--- src/rtl/dfifo_sync_prog_pkg.sv ---
// dfifo_pkg: shared constants, level type and helpers for the programmable FIFO
package dfifo_pkg;
  localparam int ADDR_WIDTH_DEF = 4;
  localparam int DEPTH = 2 ** ADDR_WIDTH_DEF;
  typedef logic [ADDR_WIDTH_DEF:0] level_t;
  function automatic int clog2(input int v);
    int r;
    r = 0;
    while ((1 << r) < v) r++;
    return r;
  endfunction
endpackage

--- src/rtl/dfifo_sync_prog_if.sv ---
// dfifo_sync_prog_if: push/pop, threshold, status and error bundle of the FIFO
interface dfifo_sync_prog_if #(
  parameter int ADDR_WIDTH = 4,
  parameter int DATA_WIDTH = 24
);
  logic                  flush;
  logic                  wr_en;
  logic [DATA_WIDTH-1:0] wr_data;
  logic                  full;
  logic                  almost_full;
  logic                  rd_en;
  logic [DATA_WIDTH-1:0] rd_data;
  logic                  rd_valid;
  logic                  empty;
  logic                  almost_empty;
  logic [ADDR_WIDTH:0]   almost_full_th;
  logic [ADDR_WIDTH:0]   almost_empty_th;
  logic [ADDR_WIDTH:0]   level;
  logic                  overflow;
  logic                  underflow;
  logic                  err_clr;
  modport master (
    output flush, wr_en, wr_data, rd_en, almost_full_th, almost_empty_th, err_clr,
    input  full, almost_full, rd_data, rd_valid, empty, almost_empty, level, overflow, underflow
  );
  modport slave (
    input  flush, wr_en, wr_data, rd_en, almost_full_th, almost_empty_th, err_clr,
    output full, almost_full, rd_data, rd_valid, empty, almost_empty, level, overflow, underflow
  );
endinterface

--- src/rtl/dfifo_sync_prog_ram.sv ---
// dfifo_sync_ram: distributed RAM, synchronous write, asynchronous read, no reset
module dfifo_sync_ram #(
  parameter int ADDR_WIDTH = 4,
  parameter int DATA_WIDTH = 24
) (
  input  logic                  clk,
  input  logic                  we,
  input  logic [ADDR_WIDTH-1:0] waddr,
  input  logic [DATA_WIDTH-1:0] wdata,
  input  logic [ADDR_WIDTH-1:0] raddr,
  output logic [DATA_WIDTH-1:0] rdata
);
  logic [DATA_WIDTH-1:0] mem [2**ADDR_WIDTH];
  // write port: one word per accepted push
  always_ff @(posedge clk)
    if (we) mem[waddr] <= wdata;
  assign rdata = mem[raddr];
endmodule

--- src/rtl/dfifo_sync_prog.sv ---
// dfifo_sync_prog: single-clock FIFO with FWFT/standard read, programmable thresholds, flush and sticky errors
module dfifo_sync_prog
  import dfifo_pkg::*;
#(
  parameter int ADDR_WIDTH = 4,
  parameter int DATA_WIDTH = 24,
  parameter int FWFT       = 1,
  parameter int AF_DEFAULT = 2 ** ADDR_WIDTH - 4,
  parameter int AE_DEFAULT = 4
) (
  input logic clk,
  input logic rst_n,
  dfifo_sync_prog_if.slave bus
);
  localparam int FIFO_DEPTH = 2 ** ADDR_WIDTH;
  typedef logic [ADDR_WIDTH:0] lvl_t;
  logic [ADDR_WIDTH-1:0] wr_ptr, rd_ptr;
  lvl_t                  level_q, af_th, ae_th;
  logic                  push, pop;
  logic [DATA_WIDTH-1:0] mem_rd;
  // while reset is held the thresholds fall back to their defaults so the flags show reset values
  assign af_th = rst_n ? bus.almost_full_th  : lvl_t'(AF_DEFAULT);
  assign ae_th = rst_n ? bus.almost_empty_th : lvl_t'(AE_DEFAULT);
  assign push = bus.wr_en & ~bus.full;
  assign pop  = bus.rd_en & ~bus.empty;
  assign bus.level        = level_q;
  assign bus.full         = level_q == lvl_t'(FIFO_DEPTH);
  assign bus.empty        = level_q == '0;
  assign bus.almost_full  = level_q >= af_th;
  assign bus.almost_empty = level_q <= ae_th;
  dfifo_sync_ram #(.ADDR_WIDTH(ADDR_WIDTH), .DATA_WIDTH(DATA_WIDTH)) u_ram (
    .clk   (clk),
    .we    (push & ~bus.flush),
    .waddr (wr_ptr),
    .wdata (bus.wr_data),
    .raddr (rd_ptr),
    .rdata (mem_rd)
  );
  // pointers and level counter; flush discards any push/pop of the same cycle
  always_ff @(posedge clk or negedge rst_n)
    if (!rst_n) begin
      wr_ptr  <= '0;
      rd_ptr  <= '0;
      level_q <= '0;
    end else if (bus.flush) begin
      wr_ptr  <= '0;
      rd_ptr  <= '0;
      level_q <= '0;
    end else begin
      if (push) wr_ptr <= wr_ptr + 1'b1;
      if (pop) rd_ptr <= rd_ptr + 1'b1;
      level_q <= (push & ~pop) ? level_q + 1'b1 : (pop & ~push) ? level_q - 1'b1 : level_q;
    end
  // sticky error flags; a new error wins over a clear in the same cycle
  always_ff @(posedge clk or negedge rst_n)
    if (!rst_n) begin
      bus.overflow  <= 1'b0;
      bus.underflow <= 1'b0;
    end else begin
      bus.overflow  <= (bus.wr_en & bus.full)  | (bus.overflow  & ~bus.err_clr);
      bus.underflow <= (bus.rd_en & bus.empty) | (bus.underflow & ~bus.err_clr);
    end
  generate
    if (FWFT != 0) begin : g_fwft
      assign bus.rd_data  = bus.empty ? '0 : mem_rd;
      assign bus.rd_valid = ~bus.empty;
    end else begin : g_std
      // standard read: data registered on the pop edge, valid for one cycle
      always_ff @(posedge clk or negedge rst_n)
        if (!rst_n) begin
          bus.rd_valid <= 1'b0;
          bus.rd_data  <= '0;
        end else if (bus.flush) begin
          bus.rd_valid <= 1'b0;
        end else begin
          bus.rd_valid <= pop;
          if (pop) bus.rd_data <= mem_rd;
        end
    end
  endgenerate
endmodule

--- src/flat_wrapper.sv ---
// flat-port wrapper written by rule: the top's interface ports become plain ports
module dfifo_sync_prog_flat import dfifo_pkg::*;
#(
  parameter int ADDR_WIDTH = 4,
  parameter int DATA_WIDTH = 24,
  parameter int FWFT       = 1,
  parameter int AF_DEFAULT = 2 ** ADDR_WIDTH - 4,
  parameter int AE_DEFAULT = 4
)
  (clk, rst_n, bus_flush, bus_wr_en, bus_wr_data, bus_rd_en, bus_almost_full_th, bus_almost_empty_th, bus_err_clr, bus_full, bus_almost_full, bus_rd_data, bus_rd_valid, bus_empty, bus_almost_empty, bus_level, bus_overflow, bus_underflow);
  dfifo_sync_prog_if #(.ADDR_WIDTH(ADDR_WIDTH), .DATA_WIDTH(DATA_WIDTH)) bus_i ();
  input logic clk;
  input logic rst_n;
  input wire logic [$bits(bus_i.flush)-1:0] bus_flush;
  input wire logic [$bits(bus_i.wr_en)-1:0] bus_wr_en;
  input wire logic [$bits(bus_i.wr_data)-1:0] bus_wr_data;
  input wire logic [$bits(bus_i.rd_en)-1:0] bus_rd_en;
  input wire logic [$bits(bus_i.almost_full_th)-1:0] bus_almost_full_th;
  input wire logic [$bits(bus_i.almost_empty_th)-1:0] bus_almost_empty_th;
  input wire logic [$bits(bus_i.err_clr)-1:0] bus_err_clr;
  output wire logic [$bits(bus_i.full)-1:0] bus_full;
  output wire logic [$bits(bus_i.almost_full)-1:0] bus_almost_full;
  output wire logic [$bits(bus_i.rd_data)-1:0] bus_rd_data;
  output wire logic [$bits(bus_i.rd_valid)-1:0] bus_rd_valid;
  output wire logic [$bits(bus_i.empty)-1:0] bus_empty;
  output wire logic [$bits(bus_i.almost_empty)-1:0] bus_almost_empty;
  output wire logic [$bits(bus_i.level)-1:0] bus_level;
  output wire logic [$bits(bus_i.overflow)-1:0] bus_overflow;
  output wire logic [$bits(bus_i.underflow)-1:0] bus_underflow;
  assign bus_i.flush = bus_flush;
  assign bus_i.wr_en = bus_wr_en;
  assign bus_i.wr_data = bus_wr_data;
  assign bus_i.rd_en = bus_rd_en;
  assign bus_i.almost_full_th = bus_almost_full_th;
  assign bus_i.almost_empty_th = bus_almost_empty_th;
  assign bus_i.err_clr = bus_err_clr;
  assign bus_full = bus_i.full;
  assign bus_almost_full = bus_i.almost_full;
  assign bus_rd_data = bus_i.rd_data;
  assign bus_rd_valid = bus_i.rd_valid;
  assign bus_empty = bus_i.empty;
  assign bus_almost_empty = bus_i.almost_empty;
  assign bus_level = bus_i.level;
  assign bus_overflow = bus_i.overflow;
  assign bus_underflow = bus_i.underflow;
  dfifo_sync_prog #(.ADDR_WIDTH(ADDR_WIDTH), .DATA_WIDTH(DATA_WIDTH), .FWFT(FWFT), .AF_DEFAULT(AF_DEFAULT), .AE_DEFAULT(AE_DEFAULT)) u_core (.clk(clk), .rst_n(rst_n), .bus(bus_i));
endmodule
--- config.mk ---
export PLATFORM = sky130hd
export DESIGN_NAME = dfifo_sync_prog_flat
export DESIGN_NICKNAME = d
export VERILOG_FILES = /design/src/rtl/dfifo_sync_prog_pkg.sv /design/src/rtl/dfifo_sync_prog_if.sv /design/src/rtl/dfifo_sync_prog_ram.sv /design/src/rtl/dfifo_sync_prog.sv /design/src/flat_wrapper.sv
export SDC_FILE = /design/constraint.sdc
export NUM_CORES = 1
export LEC_CHECK = 0
export BUFFER_PORTS_ARGS = -buffer_cell sky130_fd_sc_hd__buf_2
export CAP_MARGIN = 25
export CORE_MARGIN = 1.5
export CORE_UTILIZATION = 55
export CTS_CLUSTER_SIZE = 10
export DETAILED_ROUTE_END_ITERATION = 8
export PLACE_DENSITY_LB_ADDON = 0.05
export SETUP_SLACK_MARGIN = 0.4
export SYNTH_ARGS = -nofsm -noshare
export SYNTH_HDL_FRONTEND = slang
export SYNTH_SLANG_ARGS = --single-unit
--- constraint.sdc ---
create_clock -name clk -period 11.1 [get_ports clk]
set_input_delay 0.555 -clock clk [delete_from_list [all_inputs] [get_ports clk]]
set_output_delay 0.555 -clock clk [all_outputs]
set_load 0.05 [all_outputs]
==> impl_results.md, run 1 <==
* Share of post-route cells with drive strength above 1 at 0.297
* Total power at around 4.0 mW
* Register area at about 0.012 mm^2
* Die Ht at 174 um
* Yosys reg bits at around 400
* Global route overflow at 0
* Post-Syn Instances at 772
* Worst EP required at around 11 ns
* Syn Std Cell Area at 0.0161 mm^2
* Crit path time final at between 4 and 5 ns
* Leak at 5.81 nW
* Slew Limit Fails at 0
* Achievable Freq at between 200 and 250 MHz
* Setup WS pre-CTS at between 7 and 8 ns
* Levels on crit path at 6
* Unrepaired setup endpoints after global routing: false
* PnR worst setup slack at 6.73 ns
* Post-synth cell types at 47
* Crit-path max FO at 55
* Critical Path End Type: output pin
* CP top delay family: buffers and inverters
* CP Class: reg2out
* Via count at approximately 7,700
* Final hold vios at 0
* Mapped Nets at 832
* Crit path buffers/inverters at 2
* Final setup viols at 0
* # IOs at 76
* CTS clk-pin slew, worst paths at approximately 0.060 ns
* Worst Max-Slew Pin Slew at roughly 0.95 ns
* Cells on worst reg2reg path at 4
* Fill count at 2,003
* CTS tree: done
* WL/cell at 25.6 um
* DRT iter0 DRCs at between 700 and 800
* Warnings from Yosys at 0
* Core ar. at approximately 0.029 mm^2
* Area occupied by multi-input gates at just under 0.004 mm^2
* Critical path's most frequent cell: a211oi_1
* DR vias/cell at around 6.1
* Die Wd at 174 um
* Initial antenna violation count at 1
* Worst min path class: in2reg
* Die ar. at ~0.03 mm^2
* Slew Limit Headroom at 0.364
* Clock Skew at 0.0147 ns
* Remaining DRCs at 0
* Post-Route WL at 32,400 um
* Clock root buffer: clkbuf_16
* Cell area after layout at roughly 0.018 mm^2
* Sink Count at ~400
* Clk Latency, worst-skew pair at 0.54 ns
* TritonRoute pass-1 iters at 4
* VDD IR max at between 0.1 and 0.15 mV
* Total track usage at 0.222
* Area after DPL at 0.0169 mm^2
* Post-synth ARST share at 0.0376
* Synth-to-Final Area Change at 12.5%
* Sequential area share after synthesis at 0.739
* GP Congestion at 0.797
* Crit-path cells: buf_4 > mux4_2 > nor2b_1 > a211oi_1 > a211oi_1 > buf_2
* Row cnt at 62
* Mean post-synth cell area at 20.9 um^2
* Post-route ant nets at 0
* Slowest stage delay, CP at approximately 0.92 ns
* EDFF count, synth at between 300 and 400
* First-pass GRT wire length at between 40,000 and 50,000 um
* Fin Setup TNS at 0 ns
* Largest net degree at the start of global routing at 56
* Initial core utilization at 0.560
* Type of origin of the critical path: flip-flop
* Status: completed
* Vias in the first global route at 8,095
* Max_cap viols at 0
* Critical Path AT at approximately 3.8 ns
* Layout Nets at ~930
* Placed wire-length estimate at around 18,000 um
* CTS buffer count at 45
* Post-route clock period utilization at 0.393
* # port buffers at 75
* Hold Path Depth at 1
* Most common flop cell mapped by yosys: edfxtp_1
* Clock Path Buffers at 3
* Commonest cells after routing, fill and taps aside: 384 x edfxtp_1, 96 x mux4_2, 75 x buf_2, 48 x a211oi_1, 46 x clkbuf_16
* Power Density at 218 mW/mm^2
* Slowest cell on crit path: dfrtp_4
* Commonest non-fill, non-tap cell in the layout: edfxtp_1
* H-tree Lvls at 2
==> layer usage <==
layer	GRT usage	wire (um)	vias up
met2	0.375	16300	209
met1	0.306	13800	4044
met5	0	0	-
met3	0.0354	1640	54
met4	0.0575	673	0
li1	-	-	3387
==> through the flow <==
step	utilization	hold slack [ns]	cells
detailed placement	0.588	0.491	1209
global placement	0.587	0.487	1208
floorplan	-	0.259	772
finish	0.630	0.389	1265
global route	0.630	0.391	1264
CTS	0.630	0.369	1264
==> cells by family (layout without fill, tap and decap cells) <==
family | after synthesis | in the layout | synth area share
multiplexers | 129 | 129 | 0.155
flip-flops | 399 | 399 | 0.739
AO/OA/AOI/OAI | 70 | 70 | 0.0342
XOR/XNOR | 7 | 7 | 0.00380
other | 0 | 1 | 0
AND/OR/NAND/NOR | 95 | 95 | 0.0344
buffers and inverters | 52 | 160 | 0.0179
adder cells (fa/ha/maj) | 20 | 20 | 0.0160
==> Yosys cell counts (all sizes together), types with 4 or more instances <==
master / instances / area [um^2]
nand3: 4 / 20.0
xor2: 5 / 43.8
mux4: 96 / 2160
buf: 35 / 224
inv: 7 / 26.3
nand2: 10 / 37.5
nor2b: 30 / 188
mux2i: 29 / 290
mux2: 4 / 45.0
a211oi: 48 / 360
a21oi: 7 / 38.8
and3: 4 / 25.0
ha: 19 / 238
and2: 14 / 87.6
clkbuf: 10 / 37.5
edfxtp: 384 / 11500
o211ai: 5 / 66.3
dfrtp: 15 / 375
nor2: 18 / 83.8
==> power by group <==
| group | switching [mW] | internal (mW) | leakage [nW] |
|---|---|---|---|
| Clock | 0.519 | 0.735 | 0.582 |
| Combinational | 0.585 | 0.338 | 1.58 |
| Sequential | 0.0891 | 1.69 | 3.65 |
| Total | 1.19 | 2.76 | 5.81 |
==> sequential cells by signal, indices dropped and copies added, names as in the netlist <==
| name | count |
|---|---|
| u_core.u_ram.mem | 384 |
| u_core.bus.level | 5 |
| u_core.rd_ptr | 4 |
| u_core.wr_ptr | 4 |
| u_core.bus.overflow | 1 |
| u_core.bus.underflow | 1 |
==> worst reg2reg max path: stages, from the launching register on <==
cell	delay, ns
dfrtp_1	0.63
a21boi_2	0.48
and3b_1	0.28
and2_1	0.73
buf_4	0.42
==> path summary, 6_finish.rpt <==
| check | from | end | slack, ns |
|---|---|---|---|
| max in group asynchronous | rst_n | u_core.rd_ptr[3]$_DFFE_PN0P_ | 10.21 |
| min in group asynchronous | rst_n | u_core.rd_ptr[0]$_DFFE_PN0P_ | 0.52 |
| worst max-delay path | u_core.rd_ptr[1]$_DFFE_PN0P_ | bus_rd_data[20] | 6.73 |
| worst min register to register | u_core.bus.overflow$_DFF_PN0_ | u_core.bus.overflow$_DFF_PN0_ | 0.51 |
| worst min-delay path | bus_wr_data[4] | u_core.u_ram.mem[13][4]$_DFFE_PP_ | 0.39 |
| worst max register to register | u_core.bus.level[4]$_DFFE_PN0P_ | u_core.u_ram.mem[1][8]$_DFFE_PP_ | 8.25 |
==> timing repair <==
item,4_1_cts,5_1_grt
buffers inserted,0,0
hold buffers,1,0
hold endpoints to repair,15,0
gates resized for setup,0,0
==> area by class of cell <==
cell class,count,share of cell area
Tap cell,384,0.0265
Clock inverter,1,0.000897
Multi-Input combinational cell,321,0.217
Sequential cell,399,0.658
Timing Repair Buffer,99,0.0310
Clock buffer,53,0.0650
Antenna cell,1,0.000138
Inverter,7,0.00145
No activity file was read; power rests on OpenSTA's default activity.
==> inputs of run 2 (changes only) <==
Clock period 11.1 ns to 4.4 ns, I/O delays scaled along.
==> run 2 against run 1 <==
Sequential share of layout area shrank 0.31 points. Power rose to 2.5 times the previous value. Register-to-register slack worse by 6.6 ns. Critical endpoint is now bus_rd_data[8]. Worst setup slack worse by 5.7 ns.
==> impl_results.md, run 2 (synthesis gave the netlist of run 1 again) <==
* Fin util at 0.633 (+0.00300)
* VDD IR max at 0.407 mV (+180%)
* Hold endpoint: u_core.bus.underflow$_DFF_PN0_
* Post-route ant nets at 0 (unchanged)
* Power Density at 553 mW/mm^2 (+150%)
* Row cnt at 62 (unchanged)
* DRT iter0 DRCs at 550 (-27%)
* Finished Layout Cells at 1,269 (+0.32%)
* Die Ht at 174 um (unchanged)
* Max_cap viols at 0 (unchanged)
* Reg2Reg Capture Point: u_core.u_ram.mem[10][19]$_DFFE_PP_
* Worst EP required at 4.18 ns (-6.37 ns)
* Placed wire-length estimate at 19,000 um (+5.0%)
* Type of origin of the critical path: flip-flop
* Vias in the first global route at 8,289 (+2.4%)
* Clock Path Buffers at 3 (unchanged)
* Achievable Freq at 300 MHz
* Post-Route WL at 33,100 um (+2.1%)
* TritonRoute pass-1 iters at 5 (+1)
* RR Startpoint: u_core.bus.level[4]$_DFFE_PN0P_
* Global route overflow at 0 (unchanged)
* Crit path time final at 3.33 ns
* ANT cells at 0 (-1)
* Clock Skew at 0.0151 ns (+0.000370 ns)
* Total track usage at 0.228 (+0.00612)
* Clock share of power at 0.317 (about the same)
* Fin Setup TNS at 0 ns (unchanged)
* Initial antenna violation count at 0 (-1)
* Remaining DRCs at 0 (unchanged)
* Unrepaired setup endpoints after global routing: false
* Commonest cells after routing, fill and taps aside: 384 x edfxtp_1, 96 x mux4_2, 75 x buf_2, 48 x a211oi_1, 46 x clkbuf_16
* Synth-to-Final Area Change at 13.0%
* Cells on worst reg2reg path at 4 (unchanged)
* Worst Max-Slew Pin Slew at 0.825 ns (-0.129 ns)
* Layout Nets at 938 (+0.54%)
* Slew Limit Headroom at 0.450 (+0.0862)
* Psw at 3.07 mW (+160%)
* Internal power at 6.99 mW (+150%)
* Largest register by flop count: u_core.u_ram.mem
* Commonest non-fill, non-tap cell in the layout: edfxtp_1
* Combinational power share at 0.241 (+0.007)
* Leak at 5.85 nW (+0.63%)
* Clock root buffer: clkbuf_16
* Hold Path Depth at 3 (+2)
* H-tree Lvls at 2 (unchanged)
* # IOs at 76 (unchanged)
* Clk Latency, worst-skew pair at 0.54 ns (about the same)
* Largest net degree at the start of global routing at 44 (-21%)
* Core ar. at 0.0288 mm^2 (unchanged)
* Final setup viols at 0 (unchanged)
* # port buffers at 75 (unchanged)
* Share of post-route cells with drive strength above 1 at 0.301 (+0.00397)
* Initial core utilization at 0.560 (unchanged)
* First-pass GRT wire length at 50,900 um (+3.5%)
* Critical Path AT at 3.11 ns (-0.70 ns)
* Slew Limit Fails at 0 (unchanged)
* Max reg flops at 384 (unchanged)
* DR vias/cell at 6.10 (+0.22%)
* GP Congestion at 0.781 (-1.9%)
* Post-placement cell count at 1,213 (+0.33%)
* Post-route clock period utilization at 0.757
* Critical Path End Type: output pin
* Share of total power in sequential cells at 0.442 (-0.007)
* CTS buffer count at 46 (+2.2%)
* Slack of the worst reg-to-reg path at 1.63 ns (-6.62 ns)
* CP Class: reg2out
* HP Start: bus_err_clr
* Crit-path max FO at 35 (-36%)
* Status: completed
* Via count at 7,735 (+0.53%)
* WL/cell at 26.1 um (+1.8%)
* Die Wd at 174 um (unchanged)
* CTS tree: done
* Die ar. at 0.0303 mm^2 (unchanged)
* CTS clk-pin slew, worst paths at 0.06 ns (about the same)
* Final hold vios at 0 (unchanged)
* Sink Count at 399 (unchanged)
* Sw Ratio at 0.305 (+0.00340)
* Worst min path class: in2reg
==> run 2: cell count changes in the layout (fill, tap and decap cells not counted), sizes merged <==
cell and change:
diode -1, inv +1, clkinv +1, buf +4
clkbuf -1
==> run 2: metal layers <==
layer	share of wire	vias up	global-route usage
li1	-	3386	-
met1	0.43	4117	0.311
met2	0.51	182	0.394
met3	0.037	50	0.0319
met4	0.019	0	0.0575
met5	0	-	0
==> run 2: metrics by stage <==
step	hold slack, ns	power (mW)	worst slack [ns]	instance area, um^2
final	0.0278	10.1	1.07	18200
after global routing	0.0405	10.5	0.888	18200
after CTS	0.0216	10.2	1.04	18200
after detailed placement	0.210	6.98	1.59	17000
after global placement	0.199	6.93	1.57	17000
after floorplan	-0.0756	6.40	0.969	16100
==> run 2: power groups by stage <==
stage                     Combinational, mW  Sequential (mW)  Clock, mW
after floorplan                        1.94             4.46          0
after detailed placement               2.45             4.53          0
final                                  2.42             4.45       3.19
after global placement                 2.41             4.52          0
after CTS                              2.46             4.46       3.24
after global routing                   2.60             4.48       3.39
==> run 2: how the worst max path moves through the flow <==
stage	slack, ns	cells past startpoint	end	from
finish	1.07	6	bus_rd_data[8]	u_core.rd_ptr[1]$_DFFE_PN0P_
global route	0.89	6	bus_rd_data[6]	u_core.rd_ptr[1]$_DFFE_PN0P_
CTS	1.04	6	bus_rd_data[8]	u_core.rd_ptr[1]$_DFFE_PN0P_
detailed placement	1.59	4	u_core.u_ram.mem[0][15]$_DFFE_PP_	u_core.bus.level[4]$_DFFE_PN0P_
global placement	1.57	6	bus_rd_data[8]	u_core.rd_ptr[1]$_DFFE_PN0P_
floorplan	0.97	4	u_core.u_ram.mem[11][0]$_DFFE_PP_	u_core.bus.level[0]$_DFFE_PN0P_
==> run 2: repair_timing <==
| action | 4_1_cts | 5_1_grt |
|---|---|---|
| hold buffers | 1 | 0 |
| hold endpoints to repair | 15 | 0 |
| resized for setup | 0 | 0 |
| buffers inserted | 0 | 0 |
==> run 2: cell type report <==
| class | count | area, um^2 |
|---|---|---|
| sequential | 399 | 11900 |
| fill | 1979 | 10600 |
| multi-input combinational | 321 | 3950 |
| clock buffer | 52 | 1170 |
| timing repair buffer | 103 | 633 |
| tap | 384 | 480 |
| clock inverter | 3 | 28.8 |
| inverter | 7 | 26.3 |
==> run 2: critical path: stages, from the launching register on <==
cell and delay (ns):
dfrtp_4 0.83, buf_12 0.29, mux4_2 0.56, nor2b_1 0.17
a211oi_1 0.35, a211oi_1 0.10, buf_2 0.25
==> inputs of run 3 (changes only) <==
Clock period 4.4 ns to 2.7 ns, I/O delays scaled along.
==> run 3 against run 2 <==
Critical path depth unchanged. Die area did not move. Utilization grew 8.0 points. Clock power is 67% higher. Sequential share of layout area shrank 7.3 points. Power increased by 88%. Clock-buffer cell count increased by 2. Non-clock buffer count up 93. Wire length grew 9.0%. Worst setup slack worse by 0.96 ns. Largest power group unchanged.
==> impl_results.md, run 3 (synthesis gave the netlist of run 1 again) <==
* Clk Latency, worst-skew pair at 0.55 ns (about the same)
* Slack of the worst reg-to-reg path at 0.33 ns (-1.30 ns)
* DR vias/cell at 5.97 (-2.1%)
* Clock root buffer: clkbuf_16
* Register area at 0.0119 mm^2 (about the same)
* Fill count at 1,736 (-12%)
* Crit path buffers/inverters at 3 (+1)
* CTS tree: done
* Type of origin of the critical path: flip-flop
* CP top delay family: multiplexers
* Die ar. at 0.0303 mm^2 (unchanged)
* Max reg flops at 384 (unchanged)
* Cell area after layout at 0.0205 mm^2 (+13%)
* Core ar. at 0.0288 mm^2 (unchanged)
* Area after DPL at 0.0176 mm^2 (+3.5%)
* Setup WS pre-CTS at 0.342 ns (-1.25 ns)
* Post-placement cell count at 1,228 (+1.2%)
* Die Wd at 174 um (unchanged)
* Critical Path End Type: output pin
* Hold Slack at 0.00832 ns (-0.0195 ns)
* Post-route ant nets at 0 (unchanged)
* # port buffers at 75 (unchanged)
* Vias in the first global route at 8,888 (+7.2%)
* TritonRoute pass-1 iters at 5 (unchanged)
* Total track usage at 0.246 (+0.0173)
* Final hold vios at 0 (unchanged)
* Global route overflow at 0 (unchanged)
* Clock Skew at 0.0174 ns (+0.00232 ns)
* Slew Limit Fails at 0 (unchanged)
* Commonest cells after routing, fill and taps aside: 384 x edfxtp_1, 96 x mux4_2, 47 x clkbuf_16, 46 x buf_2, 43 x a211oi_2
* CTS buffer count at 46 (unchanged)
* Clock Path Buffers at 3 (unchanged)
* Achievable Freq at a little under 400 MHz
* Commonest non-fill, non-tap cell in the layout: edfxtp_1
* Worst setup endpoint: bus_rd_data[2]
* Placed wire-length estimate at 19,100 um (+0.55%)
* Crit-path cells: buf_12 > buf_16 > mux4_2 > a211oi_4 > a211oi_2 > buf_6
* Critical Path AT at 2.46 ns (-0.65 ns)
* Layout Nets at 1,031 (+9.9%)
* VDD IR max at 0.669 mV (+64%)
* Worst min path class: in2reg
* WL/cell at 26.5 um (+1.4%)
* Sink Count at 399 (unchanged)
* Final setup viols at 0 (unchanged)
* Unrepaired setup endpoints after global routing: true
* Largest register by flop count: u_core.u_ram.mem
* Crit path time final at ~2.6 ns
* Power Density at 922 mW/mm^2 (+67%)
* # IOs at 76 (unchanged)
* First-pass GRT wire length at 54,400 um (+6.9%)
* Largest net degree at the start of global routing at 27 (-39%)
* Slew Limit Headroom at 0.645 (+0.195)
* Leak at 6.78 nW (+16%)
* PnR worst setup slack at 0.107 ns (-0.963 ns)
* Synth-to-Final Area Change at 27.3%
* Slowest stage delay, CP at 0.55 ns (-0.28 ns)
* Crit-path max FO at 8 (-77%)
* H-tree Lvls at 2 (unchanged)
* Critical path origin: u_core.rd_ptr[1]$_DFFE_PN0P_
* Cells on worst reg2reg path at 8 (+4)
* Post-route clock period utilization at 0.960
* Max_cap viols at 0 (unchanged)
* Worst Max-Slew Pin Slew at 0.532 ns (-0.293 ns)
* Status: completed
* Remaining DRCs at 0 (unchanged)
* Fin Setup TNS at 0 ns (unchanged)
* Fin util at 0.713 (+0.0802)
* Initial antenna violation count at 0 (unchanged)
* Worst EP required at 2.57 ns (-1.61 ns)
* Area occupied by multi-input gates at 0.00460 mm^2 (+16%)
* Initial core utilization at 0.560 (unchanged)
* Slowest cell on crit path: mux4_2
* Row cnt at 62 (unchanged)
* Die Ht at 174 um (unchanged)
* DRT iter0 DRCs at 710 (+29%)
* Post-Route WL at 36,100 um (+9.0%)
* RR Startpoint: u_core.bus.level[3]$_DFFE_PN0P_
* Total power at 18.9 mW (+88%)
* Via count at 8,145 (+5.3%)
* Share of post-route cells with drive strength above 1 at 0.452 (+0.151)
* Reg2Reg Capture Point: u_core.bus.level[2]$_DFFE_PN0P_
* ANT cells at 0 (unchanged)
* Finished Layout Cells at 1,365 (+7.6%)
* CP Class: reg2out
* CTS clk-pin slew, worst paths at 0.06 ns (about the same)
* Levels on crit path at 6 (unchanged)
* GP Congestion at 0.792 (+1.3%)
## run 3: changes by cell type in the layout (fill, tap and decap cells not counted), moves of 11 or more
cell	change
a211oi_1	-48
nor2b_1	-20
buf_12	+26
dlygate4sd3_1	+26
buf_2	-29
buf_4	+16
and2_1	-12
nor2b_4	+19
buf_6	+36
a211oi_2	+43
buf_16	+11
and2_2	+12
## run 3: layer usage
| metal | GRT usage | up-vias | share of wire |
|---|---|---|---|
| met1 | 0.341 | 4289 | 0.42 |
| met4 | 0.0550 | 0 | 0.015 |
| met5 | 0 | - | 0 |
| li1 | - | 3583 | - |
| met2 | 0.419 | 231 | 0.51 |
| met3 | 0.0357 | 42 | 0.051 |
## run 3: what timing repair did
item / 4_1_cts / 5_1_grt
setup endpoints to repair: 122 / 68
cloned: 10 / 0
setup buffers: 34 / 8
pin swaps: 50 / 21
endpoints found under the hold margin: 385 / 15
hold buffers: 26 / 2
gates resized for setup: 168 / 24
## run 3: power breakdown
part	switching, mW	leakage (nW)	total (mW)	internal (mW)
registers	0.115	3.65	7.06	6.94
logic	3.47	2.53	6.52	3.05
clock network	2.23	0.607	5.33	3.11
## run 3: how the worst min path moves through the flow
| stage | start | to | slack (ns) | cells after the start |
|---|---|---|---|---|
| global route | bus_wr_data[10] | u_core.u_ram.mem[14][10]$_DFFE_PP_ | 0.008 | 1 |
| detailed placement | rst_n | u_core.bus.level[3]$_DFFE_PN0P_ | 0.04 | 1 |
| CTS | bus_flush | u_core.rd_ptr[0]$_DFFE_PN0P_ | 0.007 | 2 |
| global placement | rst_n | u_core.bus.level[3]$_DFFE_PN0P_ | 0.03 | 1 |
| finish | bus_wr_data[10] | u_core.u_ram.mem[7][10]$_DFFE_PP_ | 0.008 | 1 |
| floorplan | rst_n | u_core.bus.level[0]$_DFFE_PN0P_ | -0.16 | 0 |
## run 3: layout make-up
| type | instances | area share |
|---|---|---|
| Timing Repair Buffer | 196 | 0.109 |
| Sequential cell | 399 | 0.581 |
| Inverter | 7 | 0.00152 |
| Clock buffer | 54 | 0.0586 |
| Clock inverter | 4 | 0.00201 |
| Tap cell | 384 | 0.0234 |
| Multi-Input combinational cell | 321 | 0.224 |
